File: config.mk
export PLATFORM = sky130hd
export DESIGN_NAME = motor_pwm_bank
export DESIGN_NICKNAME = d
export VERILOG_FILES = /design/src/rtl/motor_pwm_pkg.sv /design/src/rtl/motor_pwm_chan.sv /design/src/rtl/motor_pwm_bank.sv
export SDC_FILE = /design/constraint.sdc
export NUM_CORES = 1
export LEC_CHECK = 0
export BUFFER_PORTS_ARGS = -buffer_cell sky130_fd_sc_hd__buf_2
export CAP_MARGIN = 20
export CELL_PAD_IN_SITES_DETAIL_PLACEMENT = 1
export CELL_PAD_IN_SITES_GLOBAL_PLACEMENT = 2
export CORE_MARGIN = 5
export CORE_UTILIZATION = 34
export CTS_BUF_LIST = sky130_fd_sc_hd__clkbuf_4 sky130_fd_sc_hd__clkbuf_8
export CTS_CLUSTER_SIZE = 30
export DETAILED_ROUTE_END_ITERATION = 10
export PLACE_DENSITY_LB_ADDON = 0.15
export SLEW_MARGIN = 20
export SYNTH_ARGS = -nofsm -noshare
export SYNTH_HDL_FRONTEND = slang
export SYNTH_SLANG_ARGS = --single-unit
File: constraint.sdc
create_clock -name clk -period 3.7 [get_ports clk]
set_clock_uncertainty 0.15 [all_clocks]
set_input_delay 0.555 -clock clk [delete_from_list [all_inputs] [get_ports clk]]
set_output_delay 0.555 -clock clk [all_outputs]
set_load 0.005 [all_outputs]
File: src/rtl/motor_pwm_pkg.sv
// Shared types for the multi-channel motor PWM bank: channel FSM states,
// direction encoding and small state-classification helpers.
package motor_pwm_pkg;

  typedef enum logic [2:0] {
    ST_COAST,
    ST_RUN,
    ST_RAMP_DOWN,
    ST_DEAD,
    ST_BRAKE
  } chan_state_t;

  localparam logic DIR_FWD = 1'b0;
  localparam logic DIR_REV = 1'b1;

  function automatic logic accepts_cmd(input chan_state_t s);
    return (s == ST_COAST) || (s == ST_RUN) || (s == ST_BRAKE);
  endfunction

  function automatic logic drives_bridge(input chan_state_t s);
    return (s == ST_RUN) || (s == ST_RAMP_DOWN);
  endfunction

endpackage

File: src/rtl/motor_pwm_chan.sv
// One motor channel: command handshake, slew-limited duty ramp, safe
// reversal through zero plus dead periods, and H-bridge output steering.
module motor_pwm_chan
  import motor_pwm_pkg::*;
#(
  parameter int W    = 10,
  parameter int STEP = 8,
  parameter int DEAD = 1
) (
  input  logic        clk,
  input  logic        rst,
  input  logic [W-1:0] cnt,
  input  logic        boundary,
  input  logic        cmd_valid,
  input  logic [W-1:0] cmd_duty,
  input  logic        cmd_dir,
  input  logic        cmd_brake,
  output logic        cmd_ready,
  output logic        pulse_h,
  output logic        pulse_g,
  output logic        busy,
  output chan_state_t state_dbg
);

  localparam int DW = (DEAD > 1) ? $clog2(DEAD) : 1;
  localparam logic [DW-1:0] DEAD_LAST = DW'(DEAD - 1);
  localparam logic [W:0] STEP_X = (W+1)'(STEP);

  chan_state_t  state;
  logic [W-1:0] cur;
  logic [W-1:0] tgt;
  logic         dir;
  logic         req_dir;
  logic [DW-1:0] dead_cnt;
  logic         accept;
  logic [W-1:0] goal;
  logic [W-1:0] cur_next;

  // Handshake: a command transfers on any cycle where cmd_valid and
  // cmd_ready are both high; ready depends only on registered state, never
  // on valid, and is low for the whole reversal (ramp-down plus dead time).
  assign cmd_ready = accepts_cmd(state);
  assign accept    = cmd_valid & cmd_ready;
  assign busy      = (state == ST_RAMP_DOWN) || (state == ST_DEAD) ||
                     ((state == ST_RUN) && (cur != tgt));
  assign state_dbg = state;

  // One ramp step toward the goal, computed one bit wider so it never wraps.
  always_comb begin
    goal     = (state == ST_RAMP_DOWN) ? '0 : tgt;
    cur_next = goal;
    if ({1'b0, goal} > ({1'b0, cur} + STEP_X)) begin
      cur_next = W'({1'b0, cur} + STEP_X);
    end else if ({1'b0, cur} > ({1'b0, goal} + STEP_X)) begin
      cur_next = W'({1'b0, cur} - STEP_X);
    end
  end

  always_ff @(posedge clk) begin
    if (rst) begin
      state    <= ST_COAST;
      cur      <= '0;
      tgt      <= '0;
      dir      <= DIR_FWD;
      req_dir  <= DIR_FWD;
      dead_cnt <= '0;
      pulse_h  <= 1'b0;
      pulse_g  <= 1'b0;
    end else begin
      pulse_h <= 1'b0;
      pulse_g <= 1'b0;
      if (drives_bridge(state) && (cnt < cur)) begin
        if (dir == DIR_REV) pulse_g <= 1'b1;
        else                pulse_h <= 1'b1;
      end
      if (accept ? cmd_brake : (state == ST_BRAKE)) begin
        pulse_h <= 1'b1;
        pulse_g <= 1'b1;
      end

      if (boundary) begin
        case (state)
          ST_RUN: begin
            if ((cur == '0) && (tgt == '0)) state <= ST_COAST;
            else                            cur   <= cur_next;
          end
          ST_RAMP_DOWN: begin
            if (cur == '0) begin
              state    <= ST_DEAD;
              dead_cnt <= '0;
            end else begin
              cur <= cur_next;
            end
          end
          ST_DEAD: begin
            if (dead_cnt == DEAD_LAST) begin
              state <= ST_RUN;
              dir   <= req_dir;
            end else begin
              dead_cnt <= dead_cnt + DW'(1);
            end
          end
          default: ;
        endcase
      end

      // A command overrides the boundary's state decision; the ramp above
      // has already used the pre-command target for this boundary.
      if (accept) begin
        if (cmd_brake) begin
          state <= ST_BRAKE;
          cur   <= '0;
        end else begin
          tgt     <= cmd_duty;
          req_dir <= cmd_dir;
          if ((state == ST_RUN) && (cmd_dir != dir)) begin
            state <= ST_RAMP_DOWN;
          end else begin
            state <= ST_RUN;
            dir   <= cmd_dir;
          end
        end
      end
    end
  end

endmodule

File: src/rtl/motor_pwm_bank.sv
// Multi-channel PWM motor driver: shared period counter and period strobe,
// one independent channel per motor.
module motor_pwm_bank
  import motor_pwm_pkg::*;
#(
  parameter int CH   = 2,
  parameter int W    = 10,
  parameter int STEP = 8,
  parameter int DEAD = 1
) (
  input  logic                 clk,
  input  logic                 rst,
  input  logic [CH-1:0]        cmd_valid,
  output logic [CH-1:0]        cmd_ready,
  input  logic [CH*W-1:0]      cmd_duty,
  input  logic [CH-1:0]        cmd_dir,
  input  logic [CH-1:0]        cmd_brake,
  output logic [CH-1:0]        pulse_h,
  output logic [CH-1:0]        pulse_g,
  output logic [CH-1:0]        busy,
  output logic                 period_start,
  output chan_state_t [CH-1:0] dbg_state
);

  logic [W-1:0] cnt;
  logic         boundary;

  assign boundary = (cnt == {W{1'b1}});

  always_ff @(posedge clk) begin
    if (rst) begin
      cnt          <= '0;
      period_start <= 1'b0;
    end else begin
      cnt          <= cnt + W'(1);
      period_start <= boundary;
    end
  end

  for (genvar i = 0; i < CH; i++) begin : g_chan
    motor_pwm_chan #(
      .W    (W),
      .STEP (STEP),
      .DEAD (DEAD)
    ) u_chan (
      .clk       (clk),
      .rst       (rst),
      .cnt       (cnt),
      .boundary  (boundary),
      .cmd_valid (cmd_valid[i]),
      .cmd_duty  (cmd_duty[i*W +: W]),
      .cmd_dir   (cmd_dir[i]),
      .cmd_brake (cmd_brake[i]),
      .cmd_ready (cmd_ready[i]),
      .pulse_h   (pulse_h[i]),
      .pulse_g   (pulse_g[i]),
      .busy      (busy[i]),
      .state_dbg (dbg_state[i])
    );
  end

endmodule
==> results of run 1 <==
## routing by layer
| metal | vias up | routed length, um |
|---|---|---|
| met4 | 0 | 224 |
| li1 | 2723 | - |
| met3 | 17 | 783 |
| met5 | - | 0 |
| met1 | 2792 | 9810 |
| met2 | 139 | 8150 |
## cell type report
cell class,instances,share of cell area [%]
Timing Repair Buffer,71,6.72
Inverter,50,2.95
Multi-Input combinational cell,586,62.9
Clock buffer,10,2.16
Clock inverter,5,0.511
Sequential cell,65,20.4
Tap cell,220,4.32
## repair_timing
action,CTS,global route
pin swaps,0,2
hold buffers,0,0
setup endpoints to repair,1,8
setup buffers,0,0
gates resized for setup,1,8
## kinds of logic (layout without fill, tap and decap cells)
logic type      Yosys count  after routing
xor+xnor                 58             58
buf+inv                  93            136
fa+ha+maj                61             61
compound gates          176            176
mux                      12             12
flops                    65             65
simple gates            279            279
## registers in the layout, summed over array words and instances, names as in the netlist
name / count
g_chan.u_chan.cur: 20
g_chan.u_chan.tgt: 20
cnt: 10
g_chan.u_chan.state_dbg: 6
g_chan.u_chan.dir: 2
g_chan.u_chan.pulse_g: 2
g_chan.u_chan.pulse_h: 2
g_chan.u_chan.req_dir: 2
period_start: 1
## per-stage QoR
stage          hold slack [ns]  utilization [%]  setup WS [ns]  setup TNS (ns)  total power, mW
2_1_floorplan            0.285                -        0.00236               0             1.02
3_3_place_gp             0.299             37.5          0.193               0             1.14
3_5_place_dp             0.304             37.5         0.0474               0             1.14
4_1_cts                  0.263             38.5        0.00284               0             1.71
5_1_grt                  0.261             38.7        -0.0220         -0.0477             1.79
6_report                 0.280             38.7          0.150               0             1.70
## worst reg2reg max path: cells and delay by family, from the launching register on
| family | cells | cell delay [ns] |
|---|---|---|
| flip-flops | 1 | 0.33 |
| adder cells (fa/ha/maj) | 1 | 0.30 |
| AO/OA/AOI/OAI | 4 | 1.04 |
| buffers and inverters | 2 | 0.27 |
| AND/OR/NAND/NOR | 4 | 1.39 |
## path summary, 6_finish.rpt
kind	start	to	slack [ns]	cells after the start
min reg2reg	g_chan[1].u_chan.req_dir	g_chan[1].u_chan.req_dir	0.32	2
max	g_chan[0].u_chan.state_dbg[1]	g_chan[0].u_chan.cur[3]	0.15	11
max reg2reg	g_chan[0].u_chan.state_dbg[1]	g_chan[0].u_chan.cur[3]	0.15	11
min	cmd_duty[18]	g_chan[1].u_chan.tgt[8]	0.28	3
## cells in the mapped netlist (5+ instances only)
| master | n |
|---|---|
| nand2_1 | 86 |
| dfxtp_1 | 65 |
| ha_1 | 61 |
| a21oi_1 | 60 |
| inv_1 | 48 |
| nor2_1 | 41 |
| nand3_1 | 38 |
| xnor2_1 | 32 |
| o21ai_0 | 28 |
| clkbuf_1 | 24 |
| xor2_1 | 24 |
| nor3_1 | 19 |
| nor4_1 | 14 |
| and2_1 | 12 |
| mux2i_1 | 12 |
| nand4_1 | 12 |
| or3_1 | 11 |
| a211oi_1 | 9 |
| a31oi_1 | 9 |
| buf_4 | 9 |
| and3_1 | 8 |
| o21ai_1 | 8 |
| buf_2 | 7 |
| nand2b_1 | 7 |
| nor2b_1 | 6 |
| a21o_1 | 5 |
| o211ai_1 | 5 |
| o22ai_1 | 5 |
| o31ai_1 | 5 |
## power by group
group          switching [mW]  internal [mW]
clock network           0.312          0.255
registers              0.0311          0.722
logic                   0.229          0.150
==> out/results.ini, run 1 <==
[global_route]
track_usage_pct=19.4
grt_max_degree=51
overflow=0
grtUsageMet2_pct=29.1
grt-busiest-layer=met1
first_global_vias=5728
grt_use_met1_pct=29.4
met3_usage_pct=2.23
grt_first_pass_wirelength_um=30600
antenna_found_initial=0

[layout]
fill_cells=2076
final_cells=1007
multi_input_area_um2=4010
fin_nets=872
final_common_cell=nand2_1
num_antenna_cells=0
syn_to_final_growth_pct=12.2
drive_above_1_share_pct=14.5
layout_common_cells=86 x nand2_1, 65 x dfxtp_1, 61 x ha_1
fin_area_um2=6370
ff_latch_area_um2=1300

[yosys]
synth_fp_nets=833
synth-seq-cells=65
synth-adder-area-share_pct=13.4
ys_async_sr_fraction_pct=0
synth_xor_area_share_pct=9.41
synth-compound-area-share_pct=20.4
synth_top_family_by_area=simple AND/OR/NAND/NOR gates
yosys_warnings=0
syn_area_um2=5680
synth_top_area_share_pct=22.9
synth_area_per_cell_um2=7.63
ys_types=71
ys.flop_type=dfxtp_1
synth_area_leaders=dfxtp_1 23%, ha_1 13%, nand2_1 5.7%, a21oi_1 5.3%, xnor2_1 4.9%
synth_mux_area_share_pct=2.12
postSynthCellCount=744
synth_seq_area_share_pct=22.9
synth_top_area_cell=dfxtp_1
synth_simple_gate_area_share_pct=24.8
synth_enable_flop_cells=0

[die]
row_count=47
die_area_um2=19400
dieWidth_um=139
io_pins=43
initial_core_util_pct=34.5
core_um2=16500
die_y_um=139

[clock_network]
clock_path_buffers=2
clk_pin_slew_ns=0.08
cts_root_buffer=clkbuf_8
numCtsBuffers=9
clock_latency_ns=0.36
cts.sinks=65
cts_tree=done
cts-htree-levels=3

[placement]
place_area_um2=6180
globalplace.congestion=0.927
place.port_buffers=42
hpwl_um=15300
dp_cells=992

[timing]
hold_viol=0
slew_headroom_pct=37.6
setup_violations=0
post-route-period-util_pct=95.9
rsz0062_at_grt=true
maxClockFrequency_mhz=282
tightest_slew_ns=0.936
drv_slew=0
fin_crit_ns=3.55

[drt]
wire_per_inst_um=18.8
ant_nets=0
vias=5671
drc_errors=0
post_drt_via_cell_ratio=5.63
wirelength_um=19000
dr.pass1.iters=5
drt_iter0_drc=263

[power_and_ir_drop]
power_density_nw_per_um2=267
leakagePower_nw=2.69
ir_worst_vdd_uv=119

[setup_path]
critPathSlowestCell=or4_1
crit_buf_inv=2
path_cells=or3b_4 > buf_4 > nand2_1 > inv_1 > ha_1 > a21o_1 > a21o_1 > or4_1 > a21oi_1 > nand3_1 > a31oi_1
crit_path_frequent_cell=a21o_1
slowest_delay_ns=0.60
cpLargestDelayFamily=simple AND/OR/NAND/NOR gates
required_ns=3.83
crit_type=reg2reg
start_kind=flop
cp_max_fo=11
cp-end-kind=flop
cp.arrival_ns=3.68

[run_status]
status=finished, final reports clean

[run]
maxCapViolCount=0

[hold_path]
holdCritPathClass=in2reg

Power figures use the tool's default switching activity.
==> run 2, diff against run 1 <==
Settings changed: MAX_ROUTING_LAYER from default to met4, PLACE_DENSITY from default to 0.89, PLACE_DENSITY_LB_ADDON 0.15 to default.
==> out/results.ini, run 2 (synthesized netlist as in run 1, its figures left out) <==
[power_and_ir_drop]
power_density_nw_per_um2=288  ; +8.1%
pwr-share-comb_pct=20.4  ; -1.9 points
leakagePower_nw=2.74  ; +1.8%
switching_power_mw=0.603  ; +5.5%
clock_power_share_pct=39.2  ; +5.8 points
sw_frac_of_total_pct=32.4  ; -1.2 points
p_int_mw=1.26  ; +12%
ir_worst_vdd_uv=199  ; +67%
power_frac_seq_pct=40.4  ; -3.9 points

[run_status]
status=finished, final reports clean

[setup_path]
cp.arrival_ns=3.66  ; -0.02 ns
crit_path_frequent_cell=ha_1
path_cells=or3b_1 > and2_1 > ha_1 > and3_1 > nand3_1 > xnor2_1 > ha_1 > nand4_1 > or2_2 > o32a_1 > o31a_1 > buf_4 > o2111ai_1 > nand4bb_1 > a32o_1
cp_max_fo=6  ; -5
ff2ff_path_depth=15  ; +4
critPathSlowestCell=or3b_1
start_kind=flop
reg2reg_slack_ns=0.15  ; about the same
required_ns=3.82  ; about the same
crit_type=reg2reg
slowest_delay_ns=0.43  ; -0.17 ns
cp-end-kind=flop
worst_r2r_endpoint=g_chan[1].u_chan.cur[7]
r2r-start=g_chan[1].u_chan.state_dbg[2]

[layout]
num_antenna_cells=0  ; unchanged
syn_to_final_growth_pct=13.6
final_common_cell=nand2_1
layout_common_cells=86 x nand2_1, 64 x dfxtp_1, 61 x ha_1
drive_above_1_share_pct=14.9  ; +0.43 points
fin_nets=875  ; +0.34%
reg_top3=g_chan.u_chan.cur x20, g_chan.u_chan.tgt x20, cnt x10
fin_area_um2=6450  ; +1.3%
postLayoutCoreUtil_pct=39.2  ; +0.49 points

[drt]
top_layer=met4
wl_met2_um=8430  ; +3.5%
met3WireLength_um=598  ; -24%
post_drt_via_cell_ratio=5.46  ; -3.0%
wire_per_inst_um=17.9  ; -5.2%
drc_errors=0  ; unchanged
drt_iter0_drc=351  ; +33%
dr.pass1.iters=5  ; unchanged
wl_met1_um=8670  ; -12%
vias=5523  ; -2.6%
wirelength_um=18100  ; -4.8%
ant_nets=0  ; unchanged

[global_route]
grt_first_pass_wirelength_um=29600  ; -3.3%
overflow=0  ; unchanged
track_usage_pct=19.3  ; -0.054 points
grt_max_degree=51  ; unchanged
antenna_found_initial=1  ; +1
first_global_vias=5597  ; -2.3%

[timing]
tightest_slew_ns=0.962  ; +0.0261 ns
maxClockFrequency_mhz=282  ; about the same
drv_slew=0  ; unchanged
finalSetupTns_ns=0  ; unchanged
fin_hold_ws_ns=0.264  ; -0.0164 ns
timing.final.ws_setup_ns=0.153  ; +0.00262 ns
fin_crit_ns=3.55  ; -0.00262 ns
setup_violations=0  ; unchanged
slew_headroom_pct=35.9  ; -1.7 points
hold_viol=0  ; unchanged
post-route-period-util_pct=95.9  ; about the same

[hold_path]
holdCritPathClass=in2reg
min_path_cells=3  ; unchanged
min_to=g_chan[0].u_chan.tgt[0]
hold_start=cmd_duty[0]

[placement]
hpwl_um=14500  ; -5.3%
place_area_um2=6180  ; unchanged
place.port_buffers=42  ; unchanged
globalplace.congestion=0.866  ; -6.6%
dp_slack_ns=0.119  ; +0.0712 ns

[die]
io_pins=43  ; unchanged
die_y_um=139  ; unchanged
die_area_um2=19400  ; unchanged
dieWidth_um=139  ; unchanged
row_count=47  ; unchanged
initial_core_util_pct=34.5  ; unchanged
core_um2=16500  ; unchanged

[clock_network]
numCtsBuffers=9  ; unchanged
cts_tree=done
clk_pin_slew_ns=0.09  ; about the same
clock_latency_ns=0.37  ; about the same
cts-htree-levels=3  ; unchanged
cts_root_buffer=clkbuf_8
cts.sinks=65  ; unchanged
clock_path_buffers=2  ; unchanged

[run]
maxCapViolCount=0  ; unchanged

run 2: final cells by class:
cell class	instances	area (um^2)
well taps	220	275
inverters	50	188
multi-input cells	586	4010
flip-flops and latches	65	1300
fillers	2096	10000
clock inverters	7	103
repair buffers	74	450
clock buffers	9	124
run 2: power groups by stage:
stage	logic (mW)	clock network [mW]	registers (mW)
final	0.379	0.730	0.752
after global routing	0.421	0.779	0.757
after CTS	0.372	0.747	0.752
after detailed placement	0.369	0	0.769
after global placement	0.365	0	0.768
after floorplan	0.262	0	0.756
run 2: worst max path at each step:
| stage | depth (start not counted) | slack [ns] | end | startpoint |
|---|---|---|---|---|
| final | 15 | 0.15 | g_chan[1].u_chan.cur[7] | g_chan[1].u_chan.state_dbg[2] |
| after CTS | 14 | 0.07 | g_chan[0].u_chan.cur[3] | g_chan[0].u_chan.state_dbg[1] |
| after floorplan | 17 | 0.002 | g_chan[1].u_chan.cur[9] | g_chan[1].u_chan.state_dbg[1] |
| after global routing | 13 | -0.01 | g_chan[0].u_chan.cur[4] | g_chan[0].u_chan.state_dbg[1] |
| after detailed placement | 14 | 0.12 | g_chan[0].u_chan.cur[3] | g_chan[0].u_chan.state_dbg[1] |
| after global placement | 12 | 0.16 | g_chan[0].u_chan.cur[7] | g_chan[0].u_chan.cur[4] |
run 2: metal layers:
| layer | GRT usage, % | up-vias |
|---|---|---|
| met3 | 2.54 | 25 |
| met1 | 25.8 | 2661 |
| met2 | 30.6 | 95 |
| li1 | - | 2742 |
| met5 | - | - |
| met4 | 5.82 | 0 |
run 2: through the flow:
step / total power [mW] / instances
after floorplan: 1.02 / 744
after global placement: 1.13 / 992
after detailed placement: 1.14 / 992
after CTS: 1.87 / 1008
after global routing: 1.96 / 1011
final: 1.86 / 1011
run 2: critical path: cells and delay by family, from the launching register on:
kind | cells | cell delay (ns)
AO/OA/AOI/OAI | 4 | 0.72
flip-flops | 1 | 0.31
XOR/XNOR | 1 | 0.07
AND/OR/NAND/NOR | 7 | 1.49
buffers and inverters | 1 | 0.18
adder cells (fa/ha/maj) | 2 | 0.50
run 2: what timing repair did:
action | in CTS | in global routing
gates resized for setup | 0 | 9
setup endpoints to repair | 0 | 14
endpoints found under the hold margin | 0 | 0
hold buffers | 0 | 0
buffers inserted | 0 | 3
==> run 3, diff against run 2 <==
Settings changed: GPL_TIMING_DRIVEN from default to 0.
==> out/results.ini, run 3 (synthesized netlist as in run 1, its figures left out) <==
[power_and_ir_drop]
power_frac_seq_pct=41.6  ; +1.2 points
leakagePower_nw=2.80  ; +2.1%
clock_power_share_pct=35.9  ; -3.3 points
ir_worst_vdd_uv=215  ; +8.2%
finalPower_mw=1.81  ; -2.7%
switching_power_mw=0.604  ; +0.16%
p_int_mw=1.21  ; -4.0%
power_density_nw_per_um2=272  ; -5.8%
sw_frac_of_total_pct=33.4  ; +0.94 points
pwr-share-comb_pct=22.6  ; +2.2 points

[layout]
ff_latch_area_um2=1310  ; +0.38%
reg_top3=g_chan.u_chan.cur x20, g_chan.u_chan.tgt x20, cnt x10
syn_to_final_growth_pct=17.4
final_common_cell=nand2_1
num_antenna_cells=0  ; unchanged
drive_above_1_share_pct=17.3  ; +2.4 points
layout_common_cells=85 x nand2_1, 60 x dfxtp_1, 58 x ha_1
fin_area_um2=6660  ; +3.3%
fin_nets=900  ; +2.9%
fill_cells=2085  ; -0.52%
multi_input_area_um2=4090  ; +2.1%

[die]
initial_core_util_pct=34.5  ; unchanged
dieWidth_um=139  ; unchanged
io_pins=43  ; unchanged
core_um2=16500  ; unchanged
row_count=47  ; unchanged
die_y_um=139  ; unchanged
die_area_um2=19400  ; unchanged

[hold_path]
min_path_cells=3  ; unchanged
min_to=g_chan[1].u_chan.tgt[4]
hold_start=cmd_duty[14]
holdCritPathClass=in2reg

[drt]
drc_errors=0  ; unchanged
post_drt_via_cell_ratio=5.46  ; about the same
wirelength_um=18900  ; +4.6%
drt_iter0_drc=337  ; -4.0%
dr.pass1.iters=4  ; -1
vias=5659  ; +2.5%
wire_per_inst_um=18.2  ; +2.1%
ant_nets=0  ; unchanged

[setup_path]
start_kind=flop
cp.arrival_ns=3.74  ; +0.08 ns
cp_max_fo=9  ; +3
ff2ff_path_depth=13  ; -2
required_ns=3.84  ; +0.02 ns
cp-end-kind=flop
r2r-start=g_chan[0].u_chan.state_dbg[0]
reg2reg_slack_ns=0.11  ; -0.05 ns
crit_type=reg2reg
worst_r2r_endpoint=g_chan[0].u_chan.cur[4]

[placement]
place_area_um2=6160  ; -0.18%
place.port_buffers=42  ; unchanged
hpwl_um=14700  ; +1.7%
globalplace.congestion=0.883  ; +1.9%
dp_slack_ns=-0.603  ; -0.722 ns

[timing]
fin_crit_ns=3.59  ; +0.0465 ns
drv_slew=0  ; unchanged
slew_headroom_pct=47.0  ; +11 points
tightest_slew_ns=0.788  ; -0.174 ns
hold_viol=0  ; unchanged
finalSetupTns_ns=0  ; unchanged
timing.final.ws_setup_ns=0.106  ; -0.0465 ns
rsz0062_at_grt=true
post-route-period-util_pct=97.1  ; +1.3 points
maxClockFrequency_mhz=278  ; -1.3%
setup_violations=0  ; unchanged

[run]
maxCapViolCount=0  ; unchanged

[clock_network]
cts_hold_buf=0  ; unchanged
cts.sinks=65  ; unchanged
clock_latency_ns=0.37  ; about the same
numCtsBuffers=9  ; unchanged
cts-htree-levels=3  ; unchanged
cts_tree=done
clk_pin_slew_ns=0.09  ; about the same
clock_path_buffers=2  ; unchanged
cts_root_buffer=clkbuf_8

[run_status]
status=finished, final reports clean

[global_route]
antenna_found_initial=0  ; -1
track_usage_pct=19.5  ; +0.22 points
grt_first_pass_wirelength_um=30000  ; +1.4%
grt_max_degree=14  ; -73%
overflow=0  ; unchanged
first_global_vias=5742  ; +2.6%

-- run 3: worst max path at each step --
stage	to	cells past startpoint	slack, ns	start
2_1_floorplan	g_chan[1].u_chan.cur[9]	17	0.002	g_chan[1].u_chan.state_dbg[1]
3_3_place_gp	g_chan[0].u_chan.cur[7]	17	-0.58	g_chan[0].u_chan.state_dbg[1]
3_5_place_dp	g_chan[0].u_chan.cur[7]	17	-0.60	g_chan[0].u_chan.state_dbg[1]
4_1_cts	g_chan[0].u_chan.cur[3]	13	0.002	g_chan[0].u_chan.state_dbg[2]
5_1_grt	g_chan[1].u_chan.cur[2]	12	-0.04	g_chan[1].u_chan.cur[6]
6_report	g_chan[0].u_chan.cur[4]	13	0.11	g_chan[0].u_chan.state_dbg[0]
-- run 3: power groups by stage --
stage          sequential (mW)  clock, mW  combinational [mW]
2_1_floorplan            0.756          0               0.262
3_3_place_gp             0.765          0               0.368
3_5_place_dp             0.765          0               0.373
4_1_cts                  0.751      0.669               0.379
5_1_grt                  0.756      0.696               0.449
6_report                 0.753      0.650               0.409
-- run 3: cell type report --
type | instances | share of cell area [%]
multi-input combinational | 587 | 61.4
inverter | 50 | 2.82
clock buffer | 9 | 1.86
timing repair buffer | 58 | 5.41
buffer | 40 | 3.55
sequential | 65 | 19.6
clock inverter | 7 | 1.20
tap | 220 | 4.13
-- run 3: critical path, cell delays in order, from the launching register on --
cell	delay, ns
dfxtp_1	0.43
or3b_4	0.47
and2_4	0.18
ha_2	0.20
nand4_1	0.12
nor2_1	0.07
xnor2_1	0.12
ha_1	0.34
a21oi_2	0.21
o21ai_0	0.12
o31a_1	0.34
clkbuf_16	0.19
or4b_1	0.49
o21ai_1	0.08
-- run 3: what timing repair did --
item / in CTS / in global routing
setup endpoints to repair: 20 / 16
pin swaps: 2 / 12
setup buffers: 5 / 10
gates resized for setup: 18 / 32
gates cloned: 1 / 1
-- run 3: per-layer routing --
layer / track usage (%) / part of all wire, %
met5: - / 0
met4: 4.79 / 1.3
met3: 2.92 / 3.5
met2: 30.9 / 46
met1: 26.4 / 50
-- run 3: metrics by stage --
step	instances	utilization (%)	hold WS [ns]
after global placement	1006	37.4	0.301
final	1036	40.5	0.262
after CTS	1025	39.3	0.241
after global routing	1036	40.5	0.262
after floorplan	744	-	0.285
after detailed placement	1006	37.4	0.299
